===== src/rtl/simon_pkg.sv =====
// simon_pkg: colour codes, one-hot LED decode and player state encodings
package simon_pkg;
  localparam logic [1:0] BLUE   = 2'b00;
  localparam logic [1:0] GREEN  = 2'b01;
  localparam logic [1:0] RED    = 2'b10;
  localparam logic [1:0] YELLOW = 2'b11;
  typedef enum logic [2:0] {S_IDLE, S_FETCH, S_ON, S_OFF, S_DONE} state_t;
  function automatic logic [3:0] colour_onehot(input logic [1:0] c);
    return 4'b0001 << c;
  endfunction
endpackage


===== src/rtl/sequence_player_phase_timer.sv =====
// phase_timer: loadable down-counter; clk/resetn, load/load_val in, tc high at zero
module phase_timer #(
  parameter int CNT_W = 2
) (
  input  logic             clk,
  input  logic             resetn,
  input  logic             load,
  input  logic [CNT_W-1:0] load_val,
  output logic             tc
);
  logic [CNT_W-1:0] r_cnt;
  always_ff @(posedge clk) begin
    if (!resetn) r_cnt <= '0;
    else if (load) r_cnt <= load_val;
    else if (r_cnt != '0) r_cnt <= r_cnt - 1'b1;
  end
  assign tc = (r_cnt == '0);
endmodule


===== src/rtl/sequence_player.sv =====
// sequence_player: plays pattern memory entries 0..last_idx on one-hot LEDs; start/last_idx in, rd_addr/rd_data memory port, led/busy/done out
module sequence_player
  import simon_pkg::*;
#(
  parameter int ADDR_W     = 3,
  parameter int ON_CYCLES  = 50_000_000,
  parameter int OFF_CYCLES = 25_000_000,
  parameter int CNT_W      = $clog2((ON_CYCLES > OFF_CYCLES ? ON_CYCLES : OFF_CYCLES) + 1)
) (
  input  logic              clk,
  input  logic              resetn,
  input  logic              start,
  input  logic [ADDR_W-1:0] last_idx,
  output logic [ADDR_W-1:0] rd_addr,
  input  logic [1:0]        rd_data,
  output logic [3:0]        led,
  output logic              busy,
  output logic              done
);
  state_t            r_state, w_next;
  logic [ADDR_W-1:0] r_idx, r_last;
  logic [1:0]        r_colour;
  logic              w_tc, w_load;
  logic [CNT_W-1:0]  w_load_val;
  logic              w_last;
  assign w_last = (r_idx == r_last);
  // FETCH arms the on-time; the ON terminal count re-arms the same counter for the gap
  assign w_load     = (r_state == S_FETCH) || (r_state == S_ON && w_tc);
  assign w_load_val = (r_state == S_FETCH) ? CNT_W'(ON_CYCLES - 1) : CNT_W'(OFF_CYCLES - 1);
  phase_timer #(.CNT_W(CNT_W)) u_timer (
    .clk      (clk),
    .resetn   (resetn),
    .load     (w_load),
    .load_val (w_load_val),
    .tc       (w_tc)
  );
  always_ff @(posedge clk) begin
    if (!resetn) r_state <= S_IDLE;
    else r_state <= w_next;
  end
  always_comb begin
    w_next = r_state;
    case (r_state)
      S_IDLE:  w_next = start ? S_FETCH : S_IDLE;
      S_FETCH: w_next = S_ON;
      S_ON:    w_next = w_tc ? S_OFF : S_ON;
      S_OFF:   w_next = w_tc ? (w_last ? S_DONE : S_FETCH) : S_OFF;
      S_DONE:  w_next = S_IDLE;
      default: w_next = S_IDLE;
    endcase
  end
  always_ff @(posedge clk) begin
    if (!resetn) begin
      r_idx    <= '0;
      r_last   <= '0;
      r_colour <= BLUE;
    end else begin
      if (r_state == S_IDLE && start) begin
        r_idx  <= '0;
        r_last <= last_idx;
      end
      if (r_state == S_FETCH) r_colour <= rd_data;
      if (r_state == S_OFF && w_tc && !w_last) r_idx <= r_idx + 1'b1;
    end
  end
  always_comb begin
    busy    = (r_state != S_IDLE);
    done    = (r_state == S_DONE);
    led     = (r_state == S_ON) ? colour_onehot(r_colour) : 4'b0000;
    rd_addr = (r_state == S_FETCH || r_state == S_ON || r_state == S_OFF) ? r_idx : '0;
  end
endmodule


===== config.mk =====
export PLATFORM = sky130hd
export DESIGN_NAME = sequence_player
export DESIGN_NICKNAME = d
export VERILOG_FILES = /design/src/rtl/simon_pkg.sv /design/src/rtl/sequence_player_phase_timer.sv /design/src/rtl/sequence_player.sv
export SDC_FILE = /design/constraint.sdc
export NUM_CORES = 1
export LEC_CHECK = 0
export BUFFER_PORTS_ARGS = -buffer_cell sky130_fd_sc_hd__buf_4
export CAP_MARGIN = 10
export CELL_PAD_IN_SITES_DETAIL_PLACEMENT = 0
export CELL_PAD_IN_SITES_GLOBAL_PLACEMENT = 1
export CORE_UTILIZATION = 25
export DETAILED_ROUTE_END_ITERATION = 12
export GPL_TIMING_DRIVEN = 0
export MAX_ROUTING_LAYER = met4
export PLACE_DENSITY = 0.54
export SLEW_MARGIN = 20
export SYNTH_ARGS = -nofsm -noshare
export SYNTH_HDL_FRONTEND = slang
export SYNTH_SLANG_ARGS = --single-unit

===== constraint.sdc =====
create_clock -name clk -period 6.4 [get_ports clk]
set_clock_uncertainty 0.1 [all_clocks]
set_input_delay 0.32 -clock clk [delete_from_list [all_inputs] [get_ports clk]]
set_output_delay 0.32 -clock clk [all_outputs]
set_load 0.1 [all_outputs]

==> summary.md <==
| Metric | Value |
|---|---|
| Hold Crit Class | `input port to flip-flop` |
| Final HPWL from detailed placement | `3.78 mm` |
| Setup TNS | `0 ns` |
| Maximum clock frequency | `367 MHz` |
| Die Y | `91.5 um` |
| Total CTS buffers | `5` |
| Largest net degree at the start of global routing | `13` |
| Syn Nets | `242` |
| Wire per inst | `15.5 um` |
| Max-slew violation count | `0` |
| Power Density | `404 nW/um2` |
| Post-synth EDFFs | `0` |
| Hold Path Depth | `3` |
| Max clock buf depth | `2` |
| Final ANT Viol Nets | `0` |
| Main synth FF type | `dfxtp_1` |
| Final WL | `5.54 mm` |
| Crit path time final | `2.73 ns` |
| Synth warn | `0` |
| Hold-fix buffers at CTS | `0` |
| Global placement routability congestion | `0.725` |
| Row count | `32` |
| Reg2reg start | `u_timer.r_cnt[0]` |
| Worst-margin pin slew | `0.849 ns` |
| CTS clock-pin slew for the worst setup and hold paths | `0.08 ns` |
| Hold path start | `last_idx[1]` |
| Sw Pwr | `0.388 mW` |
| Internal power | `0.574 mW` |
| Port Buffers | `16` |
| Post-synthesis sequential area ratio | `37.0%` |
| Dpl cells | `350` |
| Final Worst Setup Slack | `3.67 ns` |
| Final setup vio count | `0` |
| Seq pwr share | `34.7%` |
| Maxcap violations | `0` |
| CTS root buffer | `clkbuf_8` |
| Core area | `7730 um2` |
| Worst skew pair latency | `0.29 ns` |
| I/O pin count | `17` |
| CP Max Fanout | `10` |
| Syn_area_per_cell | `8.64 um2` |
| CTS tree | `done` |
| Commonest cells post-synth | `37 x dfxtp_1, 22 x nor2_1, 18 x nand2_1` |
| Peak VDD IR | `0.0891 mV` |
| Period utilization | `42.6%` |
| Number of setup buffers added after CTS | `0` |
| Fin cells | `358` |
| CTS Sinks | `37` |
| FF-to-FF path depth | `8` |
| Ys async rst share | `0%` |
| Total gr overflow | `0` |
| Final core occ | `30.8%` |
| Leakage | `0.886 nW` |
| Req. time, crit path | `6.52 ns` |
| Post-Syn Area | `2000 um2` |
| First-pass GRT wire length | `9.27 mm` |
| Switch share | `40.4%` |
| Worst slack at placement | `3.66 ns` |
| Hold Path Sink | `r_last[1]` |
| Synth top area cells | `dfxtp_1 37%, xnor2_1 5.2%, nor2_1 4.1%` |
| DRT Pass-1 Iters | `4` |
| Total GRT Usage | `14.6%` |
| Die W | `91.5 um` |
| CTS resizes | `0` |
| Total power | `0.962 mW` |
| Synth top area share | `37.0%` |
| Worst hold slack | `0.151 ns` |
| Top cell type by total area after synthesis | `dfxtp_1` |
| DR vias | `1,771` |
| 1st-iter DRT viols | `76` |
| Gate power share | `42.6%` |
| Unrepaired setup endpoints after global routing | `false` |
| Initial antenna violation count | `0` |
| Final instance area | `2380 um2` |
| Initial Utilization | `25.9%` |
| Die Area | `8380 um2` |
| Vias in the first global route | `1,732` |
| Nets | `265` |
| Final Hold Viols | `0` |
| Area delta synth->final | `18.9%` |
| Crit path arrival time | `2.85 ns` |
| Crit Path Category | `flip-flop to flip-flop` |
| Mean number of vias per cell | `4.95` |
| Cell variety after synth | `51` |
| Count leader, synth | `dfxtp_1` |
| Flop and latch count out of synthesis | `37` |
| ANT cells | `0` |
| Drc violations | `0` |
| H-tree depth | `2` |
| Status | `complete, no violations` |
| Layout cells sized above 1 | `18.8%` |
| Synth Instances | `232` |
| Placed Area | `2260 um2` |
| RR Endpoint | `r_idx[2]` |
| Worst slew margin | `42.9%` |
| CP endpoint kind | `flip-flop` |
| R2R Setup Slk | `3.67 ns` |
| Setup crit start kind | `flip-flop` |
| Clock Power Share | `22.7%` |
==> worst max-delay path, stage by stage, from the launching register on <==
cell and delay (ns):
dfxtp_1 0.33, inv_1 0.10, ha_1 0.18, nor3b_1 0.37, and2_1 0.28, buf_1 0.50
nand4_4 0.21, or3b_1 0.42, a31oi_1 0.16
==> state kept, by name (all words and copies together), names as in the netlist <==
signal         count
r_colour           2
r_idx              3
r_last             3
r_state            3
u_timer.r_cnt     26
==> final cells by class <==
type,count,area (um2)
flip-flops and latches,37,741
repair buffers,16,120
clock buffers,6,82.6
inverters,6,22.5
fillers,837,5350
clock inverters,2,37.5
well taps,102,128
multi-input cells,179,1200
plain buffers,10,46.3
==> how the worst max path moves through the flow <==
stage / startpoint / to
3_5_place_dp: u_timer.r_cnt[0] / r_idx[2]
3_3_place_gp: u_timer.r_cnt[0] / r_idx[2]
4_1_cts: r_state[2] / led[3]
6_report: u_timer.r_cnt[0] / r_idx[2]
2_1_floorplan: r_state[2] / led[0]
5_1_grt: u_timer.r_cnt[0] / r_idx[2]
==> cells by family (layout without fill, tap and decap cells) <==
family	after synthesis	in the layout	share of synthesized area [%]
and+or+nand+nor	107	107	32.6
AOI/OAI and AO/OA	51	51	17.0
DFF	37	37	37.0
buffers and inverters	16	40	3.43
xor gates and xnor gates	13	13	5.68
muxes	6	6	3.06
adders and majority gates	2	2	1.25
==> routing by layer <==
metal / vias to the layer above / GRT usage, % / wire length (um)
met5: - / - / 0
met4: 0 / 3.57 / 23
met3: 2 / 2.76 / 170
met2: 30 / 21.9 / 2380
met1: 828 / 20.2 / 2970
li1: 911 / - / -
==> power by group through the flow <==
stage	Clock (mW)	Sequential, mW	Combinational, mW
3_5_place_dp	0	0.337	0.405
5_1_grt	0.234	0.342	0.454
3_3_place_gp	0	0.338	0.407
6_report	0.218	0.334	0.410
4_1_cts	0.223	0.333	0.407
2_1_floorplan	0	0.324	0.326
==> placed cells by master (no fill, tap or decap), drive strengths merged, types with 6 or more instances in the layout <==
cell type   n
a21oi      12
a31oi       8
buf        20
clkbuf     12
dfxtp      37
inv         6
nand2      18
nand3      10
nor2       22
nor3        6
nor4       11
o21ai       8
or4         8
xnor2      12
Power figures use the tool's default switching activity.
